File: src/rtl/grid_ad7490_emu_if.sv
// Avalon-MM control bus for the AD7490 emulator.
// The host side drives master; the emulator takes slave.
interface grid_ad7490_emu_if;
  logic [31:0] avs_ctrl_writedata;
  logic [31:0] avs_ctrl_readdata;
  logic [3:0]  avs_ctrl_address;
  logic [3:0]  avs_ctrl_byteenable;
  logic        avs_ctrl_write;
  logic        avs_ctrl_read;
  logic        avs_ctrl_waitrequest;

  modport master (
    output avs_ctrl_writedata,
    output avs_ctrl_address,
    output avs_ctrl_byteenable,
    output avs_ctrl_write,
    output avs_ctrl_read,
    input  avs_ctrl_readdata,
    input  avs_ctrl_waitrequest
  );

  modport slave (
    input  avs_ctrl_writedata,
    input  avs_ctrl_address,
    input  avs_ctrl_byteenable,
    input  avs_ctrl_write,
    input  avs_ctrl_read,
    output avs_ctrl_readdata,
    output avs_ctrl_waitrequest
  );
endinterface

File: src/rtl/grid_ad7490_emu.sv
// AD7490 SPI slave emulator: 16 host-loaded channels shifted out
// on the SPI bus, control word captured from the master.
module grid_ad7490_emu #(
  parameter logic [31:0] MOD_ID      = 32'hEA680004,
  parameter int          SYNC_STAGES = 2
) (
  input  logic             rsi_MRST_reset,
  input  logic             csi_MCLK_clk,
  grid_ad7490_emu_if.slave avs,
  input  logic             coe_SCLK,
  input  logic             coe_CSN,
  input  logic             coe_DIN,
  output logic             coe_DOUT
);

  typedef enum logic [1:0] {
    IDLE,
    ACTIVE,
    DONE
  } state_t;

  localparam logic [2:0] ARM_N = 3'(SYNC_STAGES + 1);

  logic [SYNC_STAGES-1:0] sclk_q;
  logic [SYNC_STAGES-1:0] csn_q;
  logic [SYNC_STAGES-1:0] din_q;
  logic                   sclk_d;
  logic                   csn_d;
  logic [2:0]             arm_cnt;

  logic sclk_s;
  logic csn_s;
  logic din_s;
  logic armed;
  logic sclk_fall;
  logic csn_fall;
  logic csn_rise;

  state_t      state;
  logic [15:0] sh_out;
  logic [14:0] sh_in;
  logic [3:0]  bit_cnt;
  logic [11:0] ch [16];
  logic [3:0]  cur_addr;
  logic        coding;
  logic        adc_range;
  logic        enable;
  logic [15:0] last_ctrl;
  logic [15:0] frame_cnt;
  logic [15:0] abort_cnt;
  logic [31:0] readdata;

  logic        wr;
  logic [3:0]  be;
  logic [31:0] wd;
  logic [3:0]  addr;
  logic [3:0]  odd_i;
  logic [3:0]  even_i;
  logic        cnt_clr;
  logic [15:0] nxt_in;
  logic [11:0] odata;
  logic [15:0] load_word;
  logic [31:0] rd_next;
  logic        unused_ok;

  assign sclk_s = sclk_q[SYNC_STAGES-1];
  assign csn_s  = csn_q[SYNC_STAGES-1];
  assign din_s  = din_q[SYNC_STAGES-1];

  // Edges are ignored until the synchronizers have flushed their
  // reset values, so a CSN held low across reset is not a new frame.
  assign armed     = (arm_cnt == ARM_N);
  assign sclk_fall = armed & sclk_d & ~sclk_s;
  assign csn_fall  = armed & csn_d & ~csn_s;
  assign csn_rise  = armed & ~csn_d & csn_s;

  assign wr      = avs.avs_ctrl_write;
  assign be      = avs.avs_ctrl_byteenable;
  assign wd      = avs.avs_ctrl_writedata;
  assign addr    = avs.avs_ctrl_address;
  assign odd_i   = {addr[2:0], 1'b1};
  assign even_i  = {addr[2:0], 1'b0};
  assign cnt_clr = wr && (addr == 4'd4) && (|be);

  assign nxt_in    = {sh_in, din_s};
  assign odata     = coding ? ch[cur_addr] : (ch[cur_addr] ^ 12'h800);
  assign load_word = {cur_addr, odata};

  assign avs.avs_ctrl_readdata    = readdata;
  assign avs.avs_ctrl_waitrequest = 1'b0;

  assign unused_ok = avs.avs_ctrl_read
                   ^ (^wd[19:17])
                   ^ (^wd[3:0]);

  always_ff @(posedge csi_MCLK_clk or posedge rsi_MRST_reset) begin
    if (rsi_MRST_reset) begin
      sclk_q  <= '1;
      csn_q   <= '1;
      din_q   <= '0;
      sclk_d  <= 1'b1;
      csn_d   <= 1'b1;
      arm_cnt <= '0;
    end else begin
      sclk_q <= {sclk_q[SYNC_STAGES-2:0], coe_SCLK};
      csn_q  <= {csn_q[SYNC_STAGES-2:0], coe_CSN};
      din_q  <= {din_q[SYNC_STAGES-2:0], coe_DIN};
      sclk_d <= sclk_s;
      csn_d  <= csn_s;
      if (arm_cnt != ARM_N) begin
        arm_cnt <= arm_cnt + 3'd1;
      end
    end
  end

  always_ff @(posedge csi_MCLK_clk or posedge rsi_MRST_reset) begin
    if (rsi_MRST_reset) begin
      state     <= IDLE;
      coe_DOUT  <= 1'b0;
      sh_out    <= '0;
      sh_in     <= '0;
      bit_cnt   <= '0;
      cur_addr  <= '0;
      coding    <= 1'b1;
      adc_range <= 1'b0;
      enable    <= 1'b1;
      last_ctrl <= '0;
      frame_cnt <= '0;
      abort_cnt <= '0;
    end else begin
      // DOUT trails the shift register by one cycle.
      coe_DOUT <= (state == ACTIVE) ? sh_out[15] : 1'b0;
      unique case (state)
        IDLE: begin
          if (csn_fall && enable) begin
            state    <= ACTIVE;
            sh_out   <= load_word;
            coe_DOUT <= load_word[15];
            bit_cnt  <= '0;
          end
        end
        ACTIVE: begin
          if (csn_rise) begin
            state    <= IDLE;
            coe_DOUT <= 1'b0;
            if (abort_cnt != 16'hFFFF) begin
              abort_cnt <= abort_cnt + 16'd1;
            end
          end else if (sclk_fall) begin
            sh_in   <= nxt_in[14:0];
            sh_out  <= {sh_out[14:0], 1'b0};
            bit_cnt <= bit_cnt + 4'd1;
            if (bit_cnt == 4'd15) begin
              state     <= DONE;
              last_ctrl <= nxt_in;
              if (frame_cnt != 16'hFFFF) begin
                frame_cnt <= frame_cnt + 16'd1;
              end
              if (nxt_in[15]) begin
                cur_addr  <= nxt_in[13:10];
                adc_range <= nxt_in[5];
                coding    <= nxt_in[4];
              end
            end
          end
        end
        DONE: begin
          if (csn_rise) begin
            state <= IDLE;
          end
        end
        default: state <= IDLE;
      endcase
      if (wr && (addr == 4'd2) && be[2]) begin
        enable <= wd[16];
      end
      if (cnt_clr) begin
        frame_cnt <= '0;
        abort_cnt <= '0;
      end
    end
  end

  always_ff @(posedge csi_MCLK_clk or posedge rsi_MRST_reset) begin
    if (rsi_MRST_reset) begin
      for (int i = 0; i < 16; i++) begin
        ch[i] <= '0;
      end
    end else if (wr && addr[3]) begin
      if (be[3]) ch[odd_i][11:4]  <= wd[31:24];
      if (be[2]) ch[odd_i][3:0]   <= wd[23:20];
      if (be[1]) ch[even_i][11:4] <= wd[15:8];
      if (be[0]) ch[even_i][3:0]  <= wd[7:4];
    end
  end

  always_comb begin
    rd_next = '0;
    case (addr)
      4'd0: rd_next = 32'd64;
      4'd1: rd_next = MOD_ID;
      4'd2: rd_next = {15'b0, enable, last_ctrl};
      4'd3: rd_next = {4'b0, cur_addr, 7'b0, coding,
                       7'b0, adc_range, 8'b0};
      4'd4: rd_next = {abort_cnt, frame_cnt};
      default: begin
        if (addr[3]) begin
          rd_next = {ch[odd_i], 4'b0, ch[even_i], 4'b0};
        end
      end
    endcase
  end

  always_ff @(posedge csi_MCLK_clk or posedge rsi_MRST_reset) begin
    if (rsi_MRST_reset) begin
      readdata <= '0;
    end else begin
      readdata <= rd_next;
    end
  end

endmodule

File: src/flat_wrapper.sv
// flat-port wrapper written by rule: the top's interface ports become plain ports
module grid_ad7490_emu_flat 
#(
  parameter logic [31:0] MOD_ID      = 32'hEA680004,
  parameter int          SYNC_STAGES = 2
)
  (rsi_MRST_reset, csi_MCLK_clk, coe_SCLK, coe_CSN, coe_DIN, coe_DOUT, avs_avs_ctrl_writedata, avs_avs_ctrl_address, avs_avs_ctrl_byteenable, avs_avs_ctrl_write, avs_avs_ctrl_read, avs_avs_ctrl_readdata, avs_avs_ctrl_waitrequest);
  grid_ad7490_emu_if avs_i ();
  input  logic rsi_MRST_reset;
  input  logic csi_MCLK_clk;
  input  logic coe_SCLK;
  input  logic coe_CSN;
  input  logic coe_DIN;
  output logic coe_DOUT;
  input wire logic [$bits(avs_i.avs_ctrl_writedata)-1:0] avs_avs_ctrl_writedata;
  input wire logic [$bits(avs_i.avs_ctrl_address)-1:0] avs_avs_ctrl_address;
  input wire logic [$bits(avs_i.avs_ctrl_byteenable)-1:0] avs_avs_ctrl_byteenable;
  input wire logic [$bits(avs_i.avs_ctrl_write)-1:0] avs_avs_ctrl_write;
  input wire logic [$bits(avs_i.avs_ctrl_read)-1:0] avs_avs_ctrl_read;
  output wire logic [$bits(avs_i.avs_ctrl_readdata)-1:0] avs_avs_ctrl_readdata;
  output wire logic [$bits(avs_i.avs_ctrl_waitrequest)-1:0] avs_avs_ctrl_waitrequest;
  assign avs_i.avs_ctrl_writedata = avs_avs_ctrl_writedata;
  assign avs_i.avs_ctrl_address = avs_avs_ctrl_address;
  assign avs_i.avs_ctrl_byteenable = avs_avs_ctrl_byteenable;
  assign avs_i.avs_ctrl_write = avs_avs_ctrl_write;
  assign avs_i.avs_ctrl_read = avs_avs_ctrl_read;
  assign avs_avs_ctrl_readdata = avs_i.avs_ctrl_readdata;
  assign avs_avs_ctrl_waitrequest = avs_i.avs_ctrl_waitrequest;
  grid_ad7490_emu #(.MOD_ID(MOD_ID), .SYNC_STAGES(SYNC_STAGES)) u_core (.rsi_MRST_reset(rsi_MRST_reset), .csi_MCLK_clk(csi_MCLK_clk), .avs(avs_i), .coe_SCLK(coe_SCLK), .coe_CSN(coe_CSN), .coe_DIN(coe_DIN), .coe_DOUT(coe_DOUT));
endmodule
File: config.mk
export PLATFORM = sky130hd
export DESIGN_NAME = grid_ad7490_emu_flat
export DESIGN_NICKNAME = d
export VERILOG_FILES = /design/src/rtl/grid_ad7490_emu_if.sv /design/src/rtl/grid_ad7490_emu.sv /design/src/flat_wrapper.sv
export SDC_FILE = /design/constraint.sdc
export NUM_CORES = 1
export LEC_CHECK = 0
export ABC_AREA = 1
export BUFFER_PORTS_ARGS = -buffer_cell sky130_fd_sc_hd__buf_2
export CAP_MARGIN = 20
export CORE_UTILIZATION = 50
export CTS_CLUSTER_SIZE = 10
export DETAILED_ROUTE_END_ITERATION = 10
export GPL_TIMING_DRIVEN = 0
export PLACE_DENSITY = 0.69
export SETUP_SLACK_MARGIN = 0.4
export SLEW_MARGIN = 20
export SYNTH_ARGS = -nofsm -noshare
export SYNTH_HDL_FRONTEND = slang
export SYNTH_SLANG_ARGS = --single-unit
File: constraint.sdc
create_clock -name csi_MCLK_clk -period 14.1 [get_ports csi_MCLK_clk]
set_input_delay 2.82 -clock csi_MCLK_clk [delete_from_list [all_inputs] [get_ports csi_MCLK_clk]]
set_output_delay 2.82 -clock csi_MCLK_clk [all_outputs]
set_load 0.005 [all_outputs]
==> results, run 1 <==
- The flow ran to the end, and the final reports show no timing, DRC or antenna violations.
- The number of max-slew violations in the final report is 0.
- The endpoint identified for the worst register-to-register timing path is u_core.sh_out[5].
- The total inserted antenna cells is 0.
- The post-detailed-route count of antenna-violating nets is 0.
- Entering global routing, the biggest net connects 106 pins.
- The number of register bits inferred by synthesis is 328.
- The post-synthesis simple-gate area fraction is 20.64%.
- The width of the chip is 181.9 um.
- The cell taking the most area after synthesis is dfrtp_1.
- Of the total synthesized cell area, the portion taken by full adders, half adders and majority gates is 0.3865%.
- The switching share of power is 31.35%.
- Counting flops with an async set or reset pin after synthesis yields a share of 100.0%.
- By instance count, the leading cell after synthesis is nand2_1.
- The worst vdd rail ir drop is 0.09116 mV.
- The layout cell share with drive strength beyond 1 is 10.09%.
- The routed wirelength normalized by instance count is 23.18 um.
- The floorplan has 65 rows.
- The xor and xnor area share after synthesis is 0.8657%.
- 81 I/O pins were placed.
- The worst flop-to-flop path startpoint is u_core.cur_addr[2].
- The final hold violation count is 0.
- In this run, the clock network consumes 36.7% of the power.
- Dividing the final minimum period by the clock period gives 32.64%.
- The number of nets in the synthesized netlist is 2,105.
- The most critical setup path has its startpoint at avs_avs_ctrl_address[1].
- The global routing stage identified its most utilized layer as met2.
- For this design, the sink count on the clock tree is 328.
- Synthesis produced a netlist whose cell count is 2,053.
- Averaged over all synthesized cells, the footprint is 7.884 um2.
- The weighted congestion at the end of routability-driven global placement is 1.048.
- Once layout is done, the placed cells without fillers occupy 18,340 um2.
- The first global-routing pass estimated 90,290 um of wire.
- The via density per instance is 5.970.
- The sequential-to-total area share from yosys stat is 50.77%.
- Clock tree synthesis inserted a total of 40 buffers.
- Setup repair after global routing left no endpoint under its margin.
- Headroom to the max-slew limit came out at 36.42%.
- The routed design has 60,080 um of wire.
- The maximum frequency from static timing analysis is 217.3 MHz.
- The analysis attributes to net switching a power of 833.6 uW.
- The post-cts gate resize count is 0.
- The portion of synthesized area spent on multiplexers is 0%.
- For the worst setup path, the data required time is 14.50 ns.
- The total power density per cell area is 145.0 nW/um2.
- Data arrives at the worst endpoint at 5.00 ns.
- The number of antenna violations at the first check in global routing is 0.
- The routed layout has 15.47k vias.
- The area occupied by registers is 8218 um2.
- The total number of nets in the final design is 2,219.
- The multi-input gate area in the final layout is 6618 um2.
- Sorting the synthesized cells by how often they occur yields nand2_1 (550), o21ai_0 (358), dfrtp_1 (320).
- The tree is rooted in a clkbuf_16.
- For the finished layout, the period the worst path requires is 4.602 ns.
- The worst setup path is launched from an input pin.
- The main combinational cell family by area after synthesis is simple AND/OR/NAND/NOR gates.
- The most critical setup path has its endpoint at u_core.avs.avs_ctrl_readdata[4].
- The worst-case clock skew is 0.01147 ns.
- In this run the worst hold path is classified as reg2reg.
- Ranked by total cell area, the synthesized netlist is headed by dfrtp_1 (49%), nand2_1 (13%), o21ai_0 (11%), inv_1 (5.1%), nand3_1 (2.8%).
- Yosys mapped a number of flops with a built-in enable equal to 0.
- Setup violations remaining at the end of the flow were counted as 0.
- The design draws 2659 uW.
- The utilization of the core after routing is 57.81%.
- For flop-to-flop paths, the worst setup slack is 11.13 ns.
- Relative to the synthesized area, the layout overhead comes to 13.28%.
- The filler cell count is 2,975.
- The number of buffers inserted for hold repair after clock tree synthesis is 0.
- The count of maximum capacitance violations is 0.
- For this design the static power due to leakage is 0.008486 uW.
- The detailed router's first-iteration violation count is 1,934.
- Global routing used 56.74% of the available met2 tracks.
- The share of the synthesized area in the top cell type is 49.47%.
- The overall overflow remaining after global route is 0.
- Combinational logic is responsible for 17.2% of the overall power.
- The placement-stage worst setup slack is 8.993 ns.
- After detailed placement, the total cell area comes to 17,130 um2.
- The number of cells on the worst reg-to-reg path is 8.
- The detailed-router iteration count before antenna repair is 6.
- The compound-cell area share of the yosys netlist is 18.94%.
- The critical path is of the in2reg type.
- The synthesized netlist occupies a cell area of 16,190 um2.
- Clock-pin slew was measured on the worst setup and hold paths at 0.05 ns.
- The number of buffers added on ports is 69.
- The met1 layer usage reported by global route is 51.39%.
- The total global routing track utilization is 36.93%.
- In the routed design, unresolved DRC markers number 0.
- The vertical die dimension is 181.9 um.
- The least setup slack across all paths after layout is 9.498 ns.
- The CTS tree is done.
- STA classifies the critical path endpoint as a register.
- The total core area is 31,720 um2.
- The internal power of the cells totals 1826 uW.
- The portion of total power attributed to sequential cells is 46.2%.
- The number of warnings issued by yosys is 0.
- Clock latency on the worst-skew pair, taken at its later pin, is 0.56 ns.
- The number of setup buffers added after CTS is 0.
- At the pin with the least slew margin, the transition time is 0.9438 ns.
- The number of placed instances with taps included is 2,527.
- Along the worst path, the maximum fanout reaches 10.
- The via count of the first global-routing pass is 14.86k.
- The number of library cell types mapped by synthesis is 44.
- The floorplan step defined a die boundary enclosing 33,100 um2.
- The final HPWL from detailed placement is 45,640 um.
- The total number of H-tree levels is 2.
- The maximum clock insertion buffer count is 3.
- The count of cells in the finished layout, fillers not included, comes to 2,592.
- The most instantiated flip-flop cell in the synthesis netlist is dfrtp_1.
- Global routing consumed, on the met3 layer, 5.856% of the routing resources.
- The starting density of the core is 51.03%.
power by group through the flow:
stage / Combinational (uW) / Sequential [uW] / Clock (uW)
5_1_grt: 507 / 1240 / 1020
3_3_place_gp: 434 / 1230 / 0
3_5_place_dp: 447 / 1230 / 0
4_1_cts: 450 / 1220 / 984
2_1_floorplan: 296 / 1190 / 0
6_report: 456 / 1230 / 975
flip-flops by register name, indices dropped and copies added, names as in the netlist, 2 cells and up:
signal / flops
u_core.state: 2
u_core.arm_cnt: 3
u_core.abort_cnt: 16
u_core.din_q: 2
u_core.csn_q: 2
u_core.cur_addr: 4
u_core.ch: 192
u_core.sh_out: 16
u_core.frame_cnt: 16
u_core.bit_cnt: 4
u_core.sclk_q: 2
u_core.last_ctrl: 16
u_core.sh_in: 15
u_core.avs.avs_ctrl_readdata: 32
kinds of logic after synthesis:
family,after synthesis
AO/OA/AOI/OAI,564
XOR/XNOR,16
adder cells (fa/ha/maj),5
buffers and inverters,333
flip-flops,328
other,1
AND/OR/NAND/NOR,806
layer usage:
layer,up-vias,wire length [um]
li1,6987,-
met1,7517,25500
met2,782,26550
met3,187,4900
met4,0,3126
met5,-,0
through the flow:
step,setup TNS (ns),hold WS [ns]
2_1_floorplan,0,0.3312
3_3_place_gp,-367.90,0.3365
3_5_place_dp,0,0.3373
4_1_cts,0,0.3496
5_1_grt,0,0.3522
6_report,0,0.3470
critical path, cell delays in order:
cell,delay [ns]
buf_2,0.17
nand3_1,0.31
clkinv_1,0.47
buf_2,0.39
nand2_1,0.09
o2111ai_1,0.17
o21ai_0,0.41
o211ai_1,0.16
cell usage in the layout (no fill, tap or decap), types with 9 or more instances in the layout:
master	count
nand2_1	550
o21ai_0	358
dfrtp_1	320
inv_1	220
buf_2	107
nor2_1	100
nand3_1	89
a21oi_1	62
clkbuf_1	61
o22ai_1	51
clkbuf_16	40
o21ai_1	33
o211ai_1	32
nand4_1	27
nor3_1	14
xor2_1	13
inv_2	11
o2111ai_1	9
worst min path at each step:
| stage | startpoint | endpoint | slack (ns) | depth (start not counted) |
|---|---|---|---|---|
| after global placement | u_core.din_q[0] | u_core.din_q[1] | 0.34 | 0 |
| after global routing | u_core.din_q[0] | u_core.din_q[1] | 0.35 | 0 |
| after detailed placement | u_core.din_q[0] | u_core.din_q[1] | 0.34 | 0 |
| after floorplan | u_core.din_q[0] | u_core.din_q[1] | 0.33 | 0 |
| final | u_core.din_q[0] | u_core.din_q[1] | 0.35 | 0 |
| after CTS | u_core.din_q[0] | u_core.din_q[1] | 0.35 | 0 |
final cells by class:
type	instances	share of cell area (%)
clock inverters	5	0.4913
multi-input cells	1392	36.09
well taps	402	2.743
flip-flops and latches	328	44.82
clock buffers	60	6.087
plain buffers	98	2.573
repair buffers	72	2.334
inverters	235	4.865
Note: power is estimated with default switching activity, not from simulation.
==> inputs of run 2 (changes only) <==
ABC_AREA = 0   (was 1)
PLACE_DENSITY = 0.72   (was 0.69)
clock period = 3.9 ns   (was 14.1 ns; I/O delays follow)
==> results, run 2 <==
- The most frequent cell after synthesis is dfrtp_1.
- The number of cells produced by synthesis is 1,255 (-39%).
- The vertical die dimension is 181.8 um (about the same).
- The total core area is 31,720 um2 (unchanged).
- The width of the chip is 181.8 um (about the same).
- The number of library cell types mapped by synthesis was 64 (+45%).
- STA classifies the critical path startpoint as an input pin.
- The via density per instance is 6.763 (+13%).
- The maximum fanout encountered on the critical timing path is 10 (unchanged).
- The detailed router's first-iteration violation count was 1,409 (-27%).
- The wire length of the first global-routing pass is 76,000 um (-16%).
- In the layout the commonest cells are dfrtp_1 (320), mux2_2 (260), buf_2 (100), nand2_1 (73), nor2_1 (66).
- The source-to-sink clock delay at the later pin of the worst-skew pair is 0.53 ns (-0.03 ns).
- The critical path arrival came to 3.76 ns (-1.24 ns).
- The number of flip-flops under the largest register name is 192 (unchanged).
- The number of buffers added on ports is 70 (+1.4%).
- The measured slew at the worst slew-check pin is 1.133 ns (+0.1896 ns).
- The layout cell share with drive strength beyond 1 was 36.89% (+27 points).
- Of the available clock period, the critical path in the final layout requires 87.42%.
- The area of the mapped netlist came to 16,160 um2 (-0.14%).
- The final critical path time including I/O delays and setup is 3.409 ns.
- The number of max-slew violations in the final report is 0 (unchanged).
- The register clock-pin slew on the reported worst setup and hold paths is 0.05 ns (about the same).
- The number of clock buffers inserted by TritonCTS is 39 (-2.5%).
- The leakage power total was 0.008075 uW (-4.8%).
- The post-synthesis async set-or-reset flop share is 100.0% (unchanged).
- The maximum clock insertion buffer count is 3 (unchanged).
- The die area was 33,050 um2 (-0.14%).
- The total global routing track utilization is 31.34% (-5.6 points).
- The worst setup path is of the in2reg kind.
- The sequential-to-total area share from yosys stat was 50.84% (+0.071 points).
- The worst setup path is captured at a register.
- The CTS tree is done.
- The cell taking the most area after synthesis is dfrtp_1.
- The final hold violation count is 0 (unchanged).
- The total wire length came to 51,010 um (-15%).
- The count of non-filler cells in the finished layout is 1,799 (-31%).
- The pin count of the biggest net entering global routing is 36 (-66%).
- The count of maximum capacitance violations is 0 (unchanged).
- The detailed-router iteration count before antenna repair is 6 (unchanged).
- The overall overflow remaining after global route is 0 (unchanged).
- The number of register bits inferred by synthesis is 328 (unchanged).
- CTS placed an instance of clkbuf_16 at the clock tree root.
- The via count was 12.17k (-21%).
- The maximum frequency from static timing analysis is 293.3 MHz.
- The DRC violation count after routing is 0 (unchanged).
- The tightest slew margin relative to the limit is 24.29% (-12 points).
- The most flop-heavy register is u_core.ch.
- The area occupied by registers is 8218 um2 (unchanged).
- The signed area change from the synthesized netlist to the final layout is 13.75%.
- The worst-case clock skew is 0.01578 ns (+0.004312 ns).
- The total power density per cell area is 510.8 nW/um2 (+250%).
- The total number of H-tree levels is 2 (unchanged).
- The number of ports placed on the die boundary is 81 (unchanged).
- The weighted congestion at the end of routability-driven global placement is 0.9917 (-5.3%).
- The worst vdd rail ir drop came to 0.3080 mV (+240%).
- The number of antenna violations at the first check in global routing is 4 (+4).
- The most common cell after layout, fill and taps aside is dfrtp_1.
- The number of nets in the synthesized netlist came to 1,307 (-38%).
- The via count of the first global-routing pass came to 12.02k (-19%).
- The post-detailed-route count of antenna-violating nets is 0 (unchanged).
- The worst hold path belongs to the class in2async.
- The setup violation total in the final timing report is 0 (unchanged).
- By count the netlist is led by dfrtp_1 (320), mux2_2 (260), nand2_1 (73).
- The flow ran to the end, and the final reports show no timing, DRC or antenna violations.
- The final HPWL from detailed placement is 35,310 um (-23%).
- The worst endpoint required time was 4.25 ns (-10.25 ns).
- The overall power after layout is 9393 uW (+250%).
- Setup repair after global routing left no endpoint under its margin.
- The final sum of negative setup slack came to 0 ns (unchanged).
- Among all flip-flop cells after synthesis, the most frequent one is dfrtp_1.
- The total number of nets in the final design is 1,429 (-36%).
- The multi-input gate area in the final layout is 7528 um2 (+14%).
- After synthesis, the cell types taking the most area are dfrtp_1 (50%), mux2_2 (18%), mux4_2 (8.5%), nand2_1 (1.7%), nor2_1 (1.6%).
- The number of placed instances with taps included was 1,738 (-31%).
- The number of rows created at floorplan is 65 (unchanged).
- The number of flops mapped to enable cells by yosys came to 0 (unchanged).
- The number of warnings issued by yosys is 0 (unchanged).
- The starting density of the core is 50.96% (-0.071 points).
- The filler cell count was 2,597 (-13%).
- The post-synthesis area per instance is 12.88 um2 (+63%).
- The routed wirelength normalized by instance count is 28.36 um (+22%).
- The number of sinks driven by the clock tree was 328 (unchanged).
- The share of the synthesized area in the top cell type came to 49.54% (+0.069 points).
-- run 2: stage by stage --
| step | hold WS, ns | setup slack (ns) | area, um2 | utilization (%) |
|---|---|---|---|---|
| after global routing | 0.2221 | 0.5989 | 18390 | 57.97 |
| after floorplan | 0.3312 | -1.252 | 16170 | - |
| after global placement | 0.3365 | -3.036 | 17020 | 53.66 |
| final | 0.2056 | 0.4907 | 18390 | 57.97 |
| after detailed placement | 0.3365 | 0.002673 | 17270 | 54.44 |
| after CTS | 0.2058 | 0.5366 | 18380 | 57.94 |
-- run 2: cell families (layout without fill, tap and decap cells) --
kind of cell,count (synthesis),after routing,synth area share (%)
compound gates,201,201,8.778
mux,346,346,28.16
fa+ha+maj,5,5,0.3870
xor+xnor,21,21,1.138
other cells,1,2,0.02320
buf+inv,91,232,2.647
flops,328,328,50.84
simple gates,262,262,8.027
-- run 2: final cells by class --
cell class | instances | area share, %
multi-input cells | 836 | 40.94
flip-flops and latches | 328 | 44.69
clock buffers | 59 | 6.002
clock inverters | 1 | 0.04083
well taps | 402 | 2.735
plain buffers | 78 | 2.103
repair buffers | 81 | 3.185
diodes | 1 | 0.01361
inverters | 13 | 0.2858
-- run 2: path summary, 6_finish.rpt --
| check | slack (ns) | cells after the start | startpoint | endpoint |
|---|---|---|---|---|
| worst max-delay path | 0.49 | 7 | avs_avs_ctrl_address[0] | u_core.avs.avs_ctrl_readdata[14] |
| worst min-delay path | 0.21 | 2 | rsi_MRST_reset | u_core.arm_cnt[0] |
| worst max register to register | 0.89 | 5 | u_core.cur_addr[2] | u_core.avs.avs_ctrl_readdata[26] |
| worst min register to register | 0.35 | 0 | u_core.din_q[0] | u_core.din_q[1] |
| max in group asynchronous | 2.50 | 6 | rsi_MRST_reset | u_core.coding |
| min in group csi_MCLK_clk | 0.35 | 0 | u_core.din_q[0] | u_core.din_q[1] |
-- run 2: report_power, final --
part           switching, uW  internal [uW]  leakage (uW)
Sequential               545           3990       0.00423
Clock                   1350           1930      0.000533
Combinational            746            837       0.00331
Total                   2640           6760       0.00808
-- run 2: critical path: stages --
cell	delay, ns
buf_2	0.22
buf_1	0.45
clkdlybuf4s15_1	0.79
clkbuf_2	0.52
a21oi_1	0.14
o21ai_0	0.65
o211ai_1	0.20
-- run 2: repair_timing --
action | 4_1_cts | 5_1_grt
endpoints found under the setup margin | 0 | 2
hold buffers | 0 | 0
gates resized for setup | 0 | 3
setup buffers | 0 | 0
-- run 2: layer usage --
metal,vias up,GRT usage (%),part of all wire [%]
met2,867,46.28,43
li1,4957,-,-
met5,-,0,0.063
met1,6089,40.10,39
met3,247,11.33,12
met4,6,17.36,6.4
==> inputs of run 3 (changes only) <==
CTS_BUF_LIST = sky130_fd_sc_hd__clkbuf_8   (was not set)
==> results, run 3 (synthesized netlist as in run 2, its figures left out) <==
- The placement-stage worst setup slack is 0.002673 ns (unchanged).
- The critical path ends at u_core.avs.avs_ctrl_readdata[14].
- The number of buffers and inverters on the critical path is 4 (unchanged).
- The number of max-slew violations in the final report is 0 (unchanged).
- The number of ports placed on the die boundary is 81 (unchanged).
- The path length in cells of the critical path is 7 (unchanged).
- The detailed-router iteration count before antenna repair is 9 (+3).
- The least setup slack across all paths after layout was 0.6744 ns (+0.1837 ns).
- The final HPWL from detailed placement is 35,310 um (unchanged).
- The starting density of the core came to 50.96% (unchanged).
- The post-cts gate resize count is 0 (unchanged).
- The worst-case clock skew is 0.03014 ns (+0.01436 ns).
- The die area was 33,050 um2 (unchanged).
- The largest incremental delay on the critical path is 0.71 ns (-0.08 ns).
- The utilization of the core after routing is 58.11% (+0.13 points).
- The total number of H-tree levels was 2 (unchanged).
- The total number of nets in the final design is 1,445 (+1.1%).
- The kind of cell with the highest combined delay along the critical path is buffers and inverters.
- The number of antenna violations at the first check in global routing is 1 (-3).
- The maximum fanout encountered on the critical timing path is 10 (unchanged).
- The library cell used most frequently in the layout, excluding fill and tap cells, is dfrtp_1.
- The weighted congestion at the end of routability-driven global placement is 0.9917 (unchanged).
- The count of maximum capacitance violations is 0 (unchanged).
- The worst setup path category is in2reg.
- The run finished with clean final reports.
- The vertical die dimension is 181.8 um (unchanged).
- The endpoint kind of the worst setup timing path is a register.
- The wire length of the first global-routing pass is 76,040 um (about the same).
- The maximum clock insertion buffer count is 3 (unchanged).
- The via count is 12.14k (-0.25%).
- The critical path goes through buf_2, buf_1, clkbuf_2, clkbuf_1, a21oi_1, o21ai_0, o211ai_1.
- The number of clock buffers inserted by TritonCTS came to 55 (+41%).
- The total power density per cell area is 503.8 nW/um2 (-1.4%).
- The final sum of negative setup slack came to 0 ns (unchanged).
- The layout cell share with drive strength beyond 1 is 38.70% (+1.8 points).
- The design area is 18,430 um2 (+0.23%).
- Setup repair after global routing left no endpoint under its margin.
- The overall overflow remaining after global route came to 0 (unchanged).
- The total core area is 31,720 um2 (unchanged).
- The via count of the first global-routing pass is 12.11k (+0.76%).
- The endpoint of the lowest-slack register-to-register path is u_core.avs.avs_ctrl_readdata[26].
- The worst vdd rail ir drop was 0.2522 mV (-18%).
- The via density per instance is 6.606 (-2.3%).
- The DRC violation count after routing is 0 (unchanged).
- The cell at the slowest stage of the critical path is clkbuf_1.
- The most flop-heavy register is u_core.ch.
- The number of flip-flops under the largest register name is 192 (unchanged).
- The final critical path time including I/O delays and setup is 3.226 ns (-0.1837 ns).
- The post-detailed-route count of antenna-violating nets is 0 (unchanged).
- The tightest slew margin relative to the limit came to 25.13% (+0.85 points).
- The CTS tree is done.
- The total wire length came to 50,900 um (-0.22%).
- The final hold violation count is 0 (unchanged).
- The number of setup buffers added after CTS is 0 (unchanged).
- The number of buffers inserted for hold repair after clock tree synthesis is 0 (unchanged).
- The startpoint kind of the worst setup timing path is an input pin.
- The setup violation total in the final timing report is 0 (unchanged).
- The depth of the worst register-to-register path came to 5 (unchanged).
- The routed wirelength normalized by instance count came to 27.71 um (-2.3%).
- The worst flop-to-flop path startpoint is u_core.cur_addr[2].
- The detailed router's first-iteration violation count is 1,510 (+7.2%).
- The number of sinks driven by the clock tree was 328 (unchanged).
- The min-delay analysis places its worst path in the category in2async.
- The worst endpoint required time is 4.33 ns (+0.08 ns).
- The measured slew at the worst slew-check pin is 1.121 ns (-0.01268 ns).
- The maximum frequency from static timing analysis is 310.0 MHz (+5.7%).
- The critical path arrival is 3.65 ns (-0.11 ns).
- The share of the clock period used by the worst path was 82.71% (-4.7 points).
- The pin count of the biggest net entering global routing is 36 (unchanged).
- The placed standard-cell area is 17,270 um2 (unchanged).
- The overall power after layout was 9285 uW (-1.2%).
- The width of the chip is 181.8 um (unchanged).
- The source-to-sink clock delay at the later pin of the worst-skew pair is 0.61 ns (+0.08 ns).
- The cell at the root of the clock tree is clkbuf_8.
- The number of rows created at floorplan is 65 (unchanged).
- In the layout the commonest cells are dfrtp_1 (320), mux2_2 (260), buf_2 (100), clkbuf_8 (75), nand2_1 (73).
- The leakage power total is 0.008197 uW (+1.5%).
- The slack of the worst reg-to-reg path is 0.92 ns (+0.03 ns).
- The signed area change from the synthesized netlist to the final layout is 14.02%.
- The register clock-pin slew on the reported worst setup and hold paths is 0.06 ns (about the same).
- The number of buffers added on ports is 70 (unchanged).
- In this run the worst setup path begins at avs_avs_ctrl_address[0].
- The total global routing track utilization is 31.38% (+0.040 points).
run 3: cell count changes in the layout (fill, tap and decap cells not counted):
cell,before,now
clkbuf_1,49,33
inv_1,11,26
clkdlybuf4s15_1,1,0
inv_6,0,1
clkbuf_16,41,0
clkbuf_8,1,75
bufinv_16,0,1
clkinv_2,0,5
run 3: worst reg2reg max path: cells and delay by family (launching register included):
kind	cells	cell delay (ns)
AOI/OAI and AO/OA	2	0.52
buffers and inverters	3	2.01
DFF	1	0.34
run 3: cell type report:
class / instances / area (um2)
timing repair buffer: 81 / 585.6
multi-input combinational: 836 / 7528
inverter: 13 / 52.55
clock buffer: 75 / 1032
clock inverter: 23 / 127.6
sequential: 328 / 8218
fill: 2634 / 13290
antenna: 1 / 2.502
tap: 402 / 503.0
buffer: 78 / 380.4
run 3: per-layer routing:
| metal | wire length, um | track usage, % | share of wire (%) |
|---|---|---|---|
| met2 | 22150 | 45.85 | 44 |
| met5 | 0 | 0 | 0 |
| met4 | 2997 | 16.95 | 5.9 |
| met1 | 19850 | 41.15 | 39 |
| met3 | 5894 | 10.75 | 12 |
run 3: power breakdown:
| group | total [uW] | internal [uW] | switching (uW) |
|---|---|---|---|
| sequential | 4530 | 3990 | 539 |
| combinational | 1570 | 836 | 736 |
| clock | 3180 | 1770 | 1420 |
| total | 9280 | 6590 | 2690 |
run 3: worst min path at each step:
stage	cells past startpoint	to	slack, ns
after CTS	2	u_core.arm_cnt[0]	0.13
after floorplan	0	u_core.din_q[1]	0.33
final	2	u_core.arm_cnt[0]	0.14
after global routing	2	u_core.arm_cnt[0]	0.14
after global placement	0	u_core.din_q[1]	0.34
after detailed placement	0	u_core.din_q[1]	0.34
run 3: stage by stage:
step                instances  hold WS (ns)
finish                   1837        0.1360
global route             1837        0.1418
CTS                      1836        0.1268
detailed placement       1738        0.3365
global placement         1727        0.3365
floorplan                1255        0.3312
